<file path="src/rtl/router_ingress_queue.sv">
// Ingress FIFO in front of the four-port router: valid/ready enqueue, registered din/din_en/addr issue.
// Optional feature: ROUTER_INGRESS_DROPCNT_EN adds a saturating 16-bit drop counter on port drop_count.
module router_ingress_queue #(
  parameter int DATA_WIDTH = 32,
  parameter int DEPTH      = 4
) (
  input  logic                         clk,
  input  logic                         reset,
  input  logic [DATA_WIDTH-1:0]        in_data,
  input  logic [1:0]                   in_addr,
  input  logic                         in_valid,
  output logic                         in_ready,
  input  logic                         out_hold,
  output logic [DATA_WIDTH-1:0]        din,
  output logic                         din_en,
  output logic [1:0]                   addr,
  output logic [$clog2(DEPTH+1)-1:0]   count
`ifdef ROUTER_INGRESS_DROPCNT_EN
  ,
  output logic [15:0]                  drop_count
`endif
);

  localparam int PTR_W = $clog2(DEPTH);
  localparam int CNT_W = $clog2(DEPTH+1);
  localparam int ENT_W = DATA_WIDTH + 2;

  logic [ENT_W-1:0]      r_mem [DEPTH];
  logic [PTR_W-1:0]      r_wr_ptr;
  logic [PTR_W-1:0]      r_rd_ptr;
  logic [CNT_W-1:0]      r_count;
  logic [DATA_WIDTH-1:0] r_din;
  logic [1:0]            r_addr;
  logic                  r_din_en;
  logic                  w_ready;
  logic                  w_push;
  logic                  w_pop;
  logic [ENT_W-1:0]      w_head;

  assign w_ready = (r_count < CNT_W'(DEPTH));
  assign w_push  = in_valid && w_ready && !reset;
  assign w_pop   = !out_hold && (r_count != CNT_W'(0)) && !reset;
  assign w_head  = r_mem[r_rd_ptr];

  // Storage is intentionally not reset; only the pointers define what is valid.
  always_ff @(posedge clk) begin
    if (w_push) begin
      r_mem[r_wr_ptr] <= {in_addr, in_data};
    end
  end

  // Pointers, occupancy and the registered issue port toward the router.
  always_ff @(posedge clk) begin
    if (reset) begin
      r_wr_ptr <= PTR_W'(0);
      r_rd_ptr <= PTR_W'(0);
      r_count  <= CNT_W'(0);
      r_din    <= DATA_WIDTH'(0);
      r_addr   <= 2'd0;
      r_din_en <= 1'b0;
    end else begin
      if (w_push) begin
        r_wr_ptr <= r_wr_ptr + PTR_W'(1);
      end
      if (w_pop) begin
        r_rd_ptr <= r_rd_ptr + PTR_W'(1);
        r_din    <= w_head[DATA_WIDTH-1:0];
        r_addr   <= w_head[ENT_W-1:DATA_WIDTH];
        r_din_en <= 1'b1;
      end else begin
        r_din_en <= 1'b0;
      end
      case ({w_push, w_pop})
        2'b10:   r_count <= r_count + CNT_W'(1);
        2'b01:   r_count <= r_count - CNT_W'(1);
        default: r_count <= r_count;
      endcase
    end
  end

`ifdef ROUTER_INGRESS_DROPCNT_EN
  logic [15:0] r_drop_count;

  // Counts refused offers, saturating; cleared only by reset.
  always_ff @(posedge clk) begin
    if (reset) begin
      r_drop_count <= 16'd0;
    end else if (in_valid && !w_ready && (r_drop_count != 16'hFFFF)) begin
      r_drop_count <= r_drop_count + 16'd1;
    end else begin
      r_drop_count <= r_drop_count;
    end
  end

  assign drop_count = r_drop_count;
`endif

  assign in_ready = w_ready;
  assign din      = r_din;
  assign din_en   = r_din_en;
  assign addr     = r_addr;
  assign count    = r_count;

endmodule

</file>
<file path="config.mk">
export PLATFORM = sky130hd
export DESIGN_NAME = router_ingress_queue
export DESIGN_NICKNAME = d
export VERILOG_FILES = /design/src/rtl/router_ingress_queue.sv
export SDC_FILE = /design/constraint.sdc
export NUM_CORES = 1
export LEC_CHECK = 0
export CORE_MARGIN = 2
export CORE_UTILIZATION = 40
export DETAILED_ROUTE_END_ITERATION = 6
export PLACE_DENSITY = 0.71
export SYNTH_ARGS = -nofsm -noshare
export SYNTH_HDL_FRONTEND = slang
export SYNTH_SLANG_ARGS = --single-unit
</file>
<file path="constraint.sdc">
create_clock -name clk -period 2.8 [get_ports clk]
set_input_delay 0.56 -clock clk [delete_from_list [all_inputs] [get_ports clk]]
set_output_delay 0.56 -clock clk [all_outputs]
set_load 0.02 [all_outputs]
</file>
* Word level (Yosys, flattened, before mapping)
Memories as Yosys holds them, arrays and structs flattened. A register that Yosys moved wholly into a read port is not among the register bits.
Cells that the tools add are included.
** Storage, ports and cells
- Bits in writable memories :: 136
- Input port bits :: 38
- Bits in read-only memories :: 0
- Latch bits :: 0
- Bits in registers :: 8
- Memories kept :: 1
- Logic and storage cells :: 24
** Memory list
- r_mem :: depth 4, bits a word 34, rd ports 1, clocked after memory_dff 1, wr ports 1, RTL line 28 : logic [ENT_W-1:0] r_mem [DEPTH];
** Operators by class
- Shifts and indexed selects :: 0
- Bitwise logic cells :: 0
- Eq/ne operators :: 2
- Multiplexer cells :: 4
- Magnitude comparators :: 1
- Reduce and logical (&&, ||, !) cells :: 8
- Multiply operators :: 0
- $add $sub $neg :: 4
- Divide/modulo/power cells :: 0
** Operator list (number)
- case mux 3 bit (2 select lines) :: 1
- adder 2 x 1 -> 2 bit (second input constant) :: 2
- logical AND 1 bit :: 4
- adder 3 x 1 -> 3 bit (second input constant) :: 1
- less-than comparator 3 bit (second input constant) :: 1
- two-way mux 1 bit :: 3
- nonzero test 3 bit :: 1
- subtractor 3 x 1 -> 3 bit (second input constant) :: 1
- equality test 2 x 1 -> 1 bit (second input constant) :: 1
- equality test 2 bit (second input constant) :: 1
- zero test 1 bit :: 2
- nonzero test 2 bit :: 1

* Longest topological paths before layout
- Word-level depth :: 5
- Mapped depth :: 9
- Depth with buffers taken out :: 8

* Worst setup path after synthesis
OpenSTA, ideal clock, no wires.
- Kind :: register -> register
- From :: reg r_count[2], in the netlist count[2]
- To :: reg r_count[2], in the netlist count[2]
- Stages on the path, launching flop included :: 10
- Arrival time :: 2.458 ns
- Slack :: 0.273 ns
- Required time :: 2.730 ns
- Buffers on the path :: 1
- Cell sequence :: dfxtp_1 > nor3_1 > nor3_2 > buf_2 > ha_1 > inv_1 > fa_1 > xor2_1 > or3_2 > a21oi_1
** On the way
- Word-level cells in the longest chain between the ends :: 5
- Elaborated cells between the ends (all ways) :: 12
** Ends and longest elaborated chain
- from (decl) :: RTL line 31 : logic [CNT_W-1:0] r_count;
- from (signal assigned) :: RTL line 74 : 2'b10: r_count <= r_count + CNT_W'(1);
- from (signal assigned) :: RTL line 75 : 2'b01: r_count <= r_count - CNT_W'(1);
- from (signal assigned) :: RTL line 76 : default: r_count <= r_count;
- nonzero test 3 bit * :: RTL line 42 : assign w_pop = !out_hold && (r_count != CNT_W'(0)) && !reset;
- logical AND 1 bit * (2 in a row) :: RTL line 42
- named net w_pop :: RTL line 37 : logic w_pop;
- equality test 2 x 1 -> 1 bit / equality test 2 bit (equally long branches) :: RTL line 73 : case ({w_push, w_pop})
- case mux 3 bit (2 select lines) / nonzero test 2 bit (equally long branches)
Mark *: on every way through the listed nets, which the timed path passes. The rest lies on a longest branch.
A chain may end at the register's enable or synchronous reset.

* Worst setup path after layout
- From :: in out_hold
- To :: reg r_count[2], in the netlist count[2]
** On the way
- Word-level cells in the longest chain between the ends :: 5
- Elaborated cells between the ends (all ways) :: 7
** Ends and longest elaborated chain
- from (decl) :: RTL line 13 : input logic out_hold,
- zero test 1 bit * :: RTL line 42
- logical AND 1 bit * (2 in a row) :: RTL line 42
- equality test 2 x 1 -> 1 bit / equality test 2 bit (equally long branches) :: RTL line 73
- case mux 3 bit (2 select lines) / nonzero test 2 bit (equally long branches)
Mark *: on every way between the ends. The rest lies on a longest branch, timed or not.

==> results.yml <==
outcome:
  status: "finished clean"
logic_synthesis:
  synthCells: 305
  syn_area_per_cell_um2: 21.18
  synth_nets: 349
  yosysUniqueCellTypes: 29
  ys_warn_count: 0
  ys.flop_type: "edfxtp_1"
  netlist_area_um2: 6459
  ys_seq_elements: 178
  synth_edf_count: 136
  synthArstFlopShare_pct: 0
  seq_area_frac_synth_pct: 76.25
sta:
  finalHoldViolCount: 0
  maxSlewViolCount: 0
  period_share_pct: 81.51
  slew_headroom_pct: 51.07
  worstMarginPinSlew_ps: 734.0
  skew_ps: 8.440
  fin_tns_setup_ps: 0
  period_minus_slack_ps: 2282
  fmax_ghz: 0.4382
  setup_viol: 0
  rsz0062_at_grt: "no"
clock_network:
  h-tree-depth: 4
  post_cts_buffers: 0
  clk_latency_ps: 420
  cts.reportedPaths.clkPinSlew_ps: 60
  clock_path_buffers: 2
  cts_resized: 0
  cts_buffers: 17
  cts_root_buffer: "clkbuf_16"
  ctsHoldBuffers: 0
  clock_sinks: 178
  cts_tree: "built"
job:
  drv_cap: 0
cells_and_area:
  fin_area_um2: 8055
  stdcell_count: 629
  drive_above_1_share_pct: 29.78
  insertedDiodeCount: 0
  final_util_pct: 50.89
  syn_to_final_growth_pct: 24.72
  fin_nets: 444
  fillCellCount: 1272
critical_path:
  arrival_ps: 2630
  required_ps: 3150
  cpPeakStageDelay_ps: 510
  crit_path_top_delay_cell: "clkdlybuf4s50_1"
  worst-path-max-fanout: 5
  startpoint_type: "input port"
  cp-end-kind: "register"
  critPathKind: "input port to register"
  crit_chain: "clkdlybuf4s50_1 > nor3_4 > ha_1 > inv_1 > fa_1 > xor2_1 > or3_2 > a21oi_1"
pwr:
  power_mw: 5.818
  clkPwrFrac_pct: 37.8
  p_comb_share_pct: 9.8
  power_density_nw_per_um2: 722.3
  irDropWorstVdd_mv: 0.4843
  p_int_mw: 4.522
  p_leak_nw: 2.644
  p_sw_mw: 1.296
  p_seq_share_pct: 52.4
  switching_share_pct: 22.27
grt:
  grt_pass1_wl_um: 18130
  gr-usage-all-layers_pct: 14.68
  overflow: 0
  grt_max_degree: 38
  antenna_found_initial: 0
  first_global_vias: 3419
placement:
  place_congestion: 0.6547
  dpl-instance-area_um2: 7503
  place_inst: 597
  hpwlAfterDp_um: 7118
  io_buffers: 76
worst_hold_path:
  hold_path_class: "register to register"
routing:
  vias: 3145
  dr.pass1.iters: 4
  wl_um: 11590
  ant_nets: 0
  vias_per_cell: 5.000
  wire_per_inst_um: 18.42
  remaining_drc_errors: 0
  drt_iter0_markers: 238
die:
  core-area_um2: 15830
  die_x_um: 131.1
  dieArea_um2: 17180
  start_util_pct: 40.81
  pin_count: 77
  die_y_um: 131.1
  rows: 46
-- cell usage in the layout, fill, tap and decap left out, types with 3 or more instances in the layout --
| cell | n |
|---|---|
| a21oi_1 | 3 |
| a22o_2 | 32 |
| and2_2 | 4 |
| buf_4 | 15 |
| clkbuf_16 | 17 |
| clkdlybuf4s50_1 | 76 |
| clkinv_2 | 6 |
| dfxtp_1 | 40 |
| edfxtp_1 | 136 |
| ha_1 | 5 |
| inv_1 | 8 |
| inv_6 | 3 |
| mux4_2 | 34 |
| nor2_1 | 5 |
-- cell type report --
class	count	area [um^2]	area share [%]
Multi-Input combinational cell	104	1400	17.38
Inverter	8	30.03	0.3728
Timing Repair Buffer	91	873.3	10.84
Clock inverter	13	108.9	1.351
Clock buffer	19	442.9	5.499
Sequential cell	178	4930	61.20
Tap cell	216	270.3	3.355
-- per-layer routing --
layer	share of wire [%]	vias up	GRT usage, %
met1	44	1626	18.48
met2	50	78	24.35
met5	0	-	0
met4	0.85	0	4.130
met3	5.0	8	5.114
li1	-	1433	-
-- synth_stat cells, types with 2 or more instances --
cell type	instances	share of area (%)
buf_2	5	0.39
o21ai_0	2	0.15
dfxtp_1	42	13
inv_1	8	0.46
buf_6	7	1.2
clkbuf_1	3	0.17
nor2_1	5	0.29
ha_1	5	0.97
nor3_1	2	0.15
a21oi_1	3	0.23
xor2_1	2	0.27
a22o_1	2	0.27
a22o_2	32	5.0
and2_1	4	0.39
mux4_2	34	12
edfxtp_1	136	63
-- per-stage QoR --
step	setup slack, ps	hold WS (ps)
final	517.8	481.4
after global routing	441.4	495.2
after CTS	525.2	487.3
after detailed placement	79.61	467.3
after global placement	161.4	466.4
after floorplan	272.7	508.0
-- worst paths after layout --
kind         cells after the start             startpoint                    end  slack [ps]
max                              8               out_hold  count[2]$_SDFFE_PP0P_         520
min                              1   addr[1]$_SDFFE_PP0P_   addr[1]$_SDFFE_PP0P_         480
max reg2reg                      8  count[2]$_SDFFE_PP0P_  count[2]$_SDFFE_PP0P_         640
min reg2reg                      1   addr[1]$_SDFFE_PP0P_   addr[1]$_SDFFE_PP0P_         480
-- critical path: cells and delay by family --
kind / cells / cell delay, ps
AO/OA/AOI/OAI: 1 / 140
XOR/XNOR: 1 / 160
adder cells (fa/ha/maj): 2 / 580
buffers and inverters: 2 / 570
AND/OR/NAND/NOR: 2 / 620
-- cell families (layout without fill, tap and decap cells) --
family	after synthesis	count (layout)	share of synthesized area, %
flops	178	178	76.25
compound gates	41	41	5.986
mux	35	35	12.03
buf+inv	23	131	2.247
simple gates	19	19	1.802
fa+ha+maj	6	6	1.279
xor+xnor	3	3	0.4069
-- power by group through the flow --
stage	clock network (mW)	registers (mW)	logic, mW
floorplan	0	3.12	0.323
global placement	0	3.11	0.565
detailed placement	0	3.11	0.577
CTS	2.25	3.06	0.580
global route	2.36	3.07	0.613
finish	2.20	3.05	0.571
-- flip-flops by register name (all words and copies together) (netlist names) --
| register | count |
|---|---|
| r_mem | 136 |
| din | 32 |
| count | 3 |
| addr | 2 |
| r_rd_ptr | 2 |
| r_wr_ptr | 2 |
| din_en | 1 |
Note: power is estimated with default switching activity, not from simulation.
==> edit, RTL diff (config.mk and constraints unchanged) <==
Put one more register stage on the output `count`, cleared by the reset. The value now appears one clock later. The other outputs are not delayed to match.
--- a/src/rtl/router_ingress_queue.sv
+++ b/src/rtl/router_ingress_queue.sv
@@ -99,7 +99,13 @@
   assign din      = r_din;
   assign din_en   = r_din_en;
   assign addr     = r_addr;
-  assign count    = r_count;
+  always_ff @(posedge clk) begin
+    if (reset) begin
+      count <= '0;
+    end else begin
+      count <= r_count;
+    end
+  end
 
 endmodule
 
Formal check against the unedited RTL: not equivalent (a bounded check fails within 4 cycles, from zero or initial values and one cycle with reset high).
==> edit against the unedited design <==
- area after synthesis up 1.2%
- sequential cell count up 3
- wire length down 0.22%
- setup slack worse by 0.063 ns
- register-to-register slack worse by 0.03 ns
- final area up 1.9%
- total power up 5.3%
- synthesized cell count up 2.3%
- die area up 1.1%
- critical path type unchanged
==> edit: results (changes against the unedited design) <==
=================================================================================
Mapped Avg Cell Area                                                   20.9 sq um   -1.1%
Number of buffers inserted to repair setup after CTS                            0   unchanged
Detailed Routing Iterations Pass 1                                              4   unchanged
Register with the highest flop count                                        r_mem
Final weighted congestion in routability-driven placement                   0.686   +4.8%
Status                                                               finished clean
Fraction of layout instances using a drive strength above 1                 0.295   -0.00286
Total GRT Usage                                                             0.138   -0.00857
Via count of the first global-routing pass                                  3,325   -2.7%
Worst reg-to-reg setup slack                                              0.61 ns   -0.03 ns
Post-Synthesis Net Count                                                      356   +2.0%
Maximum ir drop on the vdd rail                                          0.492 mV   +1.5%
Post-CTS Resized                                                                0   unchanged
Cell count after placement                                                    601   +0.67%
Net count of the finished layout                                              448   +0.90%
Clock skew after layout                                                0.00988 ns   +0.00144 ns
Number of diodes                                                                0   unchanged
Wire length reported by the detailed router                             11,600 um   -0.22%
Share of synthesized area occupied by flip-flops and latches                0.763   about the same
Hold wc startpoint                                                         din[7]
Final worst hold slack                                                   0.483 ns   +0.00141 ns
Number of cells traversed by the worst register-to-register path                8   unchanged
Number of buffers created by CTS                                               17   unchanged
Number of flip-flops in the largest register                                  136   unchanged
CP Data Arrival Time                                                      2.69 ns   +0.06 ns
Library cells used by synthesis                                                30   +3.4%
Met3 track utilization from global routing                                 0.0473   -0.00385
Period utilisation layout                                                   0.838   +0.0225
Wire length of the first global-routing pass                            18,200 um   +0.34%
Source-to-sink clock delay at the later pin of the worst-skew pair        0.42 ns   about the same
Via density                                                                  5.01   +0.16%
Met1 capacity usage during global routing                                   0.159   -0.0263
Number of synthesized flops with an enable pin                                136   unchanged
Total number of vias                                                        3,170   +0.79%
Global routing met2 resource utilization                                    0.241   -0.00239
Root buffer cell                                                     sky130_fd_sc_hd__clkbuf_16
Detailed placer's ending HPWL                                             7270 um   +2.1%
Depth of the worst hold-timing path                                             1   unchanged
Ranking of synthesized cells by area                                 sky130_fd_sc_hd__edfxtp_1 (63%), sky130_fd_sc_hd__dfxtp_1 (14%), sky130_fd_sc_hd__mux4_2 (12%)
Origin of the worst setup path                                              reset
Initial antenna violation count                                                 0   unchanged
Port bufs                                                                      76   unchanged
Static power due to leakage                                               2.70 nW   +1.9%
DRC violation total after the first TritonRoute iteration                     119   -50%
Maximum buffer depth of the clock tree                                          2   unchanged
Max_slew headroom                                                           0.285   -0.226
Synth top cells by count                                             sky130_fd_sc_hd__edfxtp_1 (136), sky130_fd_sc_hd__dfxtp_1 (45), sky130_fd_sc_hd__mux4_2 (34)
Largest net degree at the start of global routing                              35   -7.9%
Clock Pin Slew Worst Setup and Hold Paths                                 0.06 ns   about the same
Worst-case hold path end point                                             din[7]
Maximum level of the CTS H-tree                                                 4   unchanged
Reg2reg end                                                            r_count[2]
R2R Path Start                                                         r_count[2]
Ys async rst share                                                              0   unchanged
=================================================================================
==> edit: changes by cell type after synthesis, sizes merged <==
cell,before,now
dfxtp,42,45
buf,12,13
nor2,5,8
==> edit: worst max-delay path by stage <==
| stage | end | slack, ns | cells after the start |
|---|---|---|---|
| floorplan | r_count[2] | 0.16 | 9 |
| CTS | r_count[2] | 0.46 | 8 |
| finish | r_count[2] | 0.45 | 8 |
| global route | r_count[2] | 0.34 | 8 |
| global placement | r_count[2] | 0.12 | 8 |
| detailed placement | r_count[2] | 0.01 | 8 |
==> edit: layout make-up <==
cell class | count | area, sq um
Sequential cell | 181 | 4990
Multi-Input combinational cell | 107 | 1410
Inverter | 8 | 30.0
Fill cell | 1281 | 7730
Clock inverter | 15 | 203
Tap cell | 216 | 270
Clock buffer | 17 | 425
Timing Repair Buffer | 89 | 883
==> edit: power by group <==
| group | internal (mW) | switching, mW | leakage [nW] | total (mW) |
|---|---|---|---|---|
| registers | 3.00 | 0.0680 | 1.60 | 3.07 |
| clock network | 1.50 | 0.964 | 0.304 | 2.46 |
| logic | 0.318 | 0.280 | 0.790 | 0.597 |
| total | 4.82 | 1.31 | 2.70 | 6.13 |
==> edit: worst max-delay path, cell delays in order <==
cell and delay, ns:
sky130_fd_sc_hd__clkdlybuf4s50_1 0.53, sky130_fd_sc_hd__nor3_4 0.24, sky130_fd_sc_hd__ha_1 0.20, sky130_fd_sc_hd__inv_1 0.06, sky130_fd_sc_hd__fa_1 0.37, sky130_fd_sc_hd__xor2_1 0.16, sky130_fd_sc_hd__or3_2 0.41, sky130_fd_sc_hd__a21oi_1 0.16
==> edit: kinds of logic after synthesis <==
logic type,after synthesis,synth area share
AOI/OAI and AO/OA,41,0.0592
xor gates and xnor gates,3,0.00402
adders and majority gates,6,0.0126
buffers and inverters,24,0.0228
DFF,181,0.763
muxes,35,0.119
and+or+nand+nor,22,0.0195
==> edit: stage by stage <==
| stage | instance area (sq um) | setup slack (ns) |
|---|---|---|
| floorplan | 6530 | 0.163 |
| global placement | 7580 | 0.116 |
| detailed placement | 7580 | 0.0150 |
| CTS | 8210 | 0.456 |
| global route | 8210 | 0.345 |
| finish | 8210 | 0.455 |
==> edit: per-layer routing <==
layer,routed length (um),up-vias
met5,0,-
met4,132,0
met3,597,13
met2,6050,60
met1,4780,1654
li1,-,1443
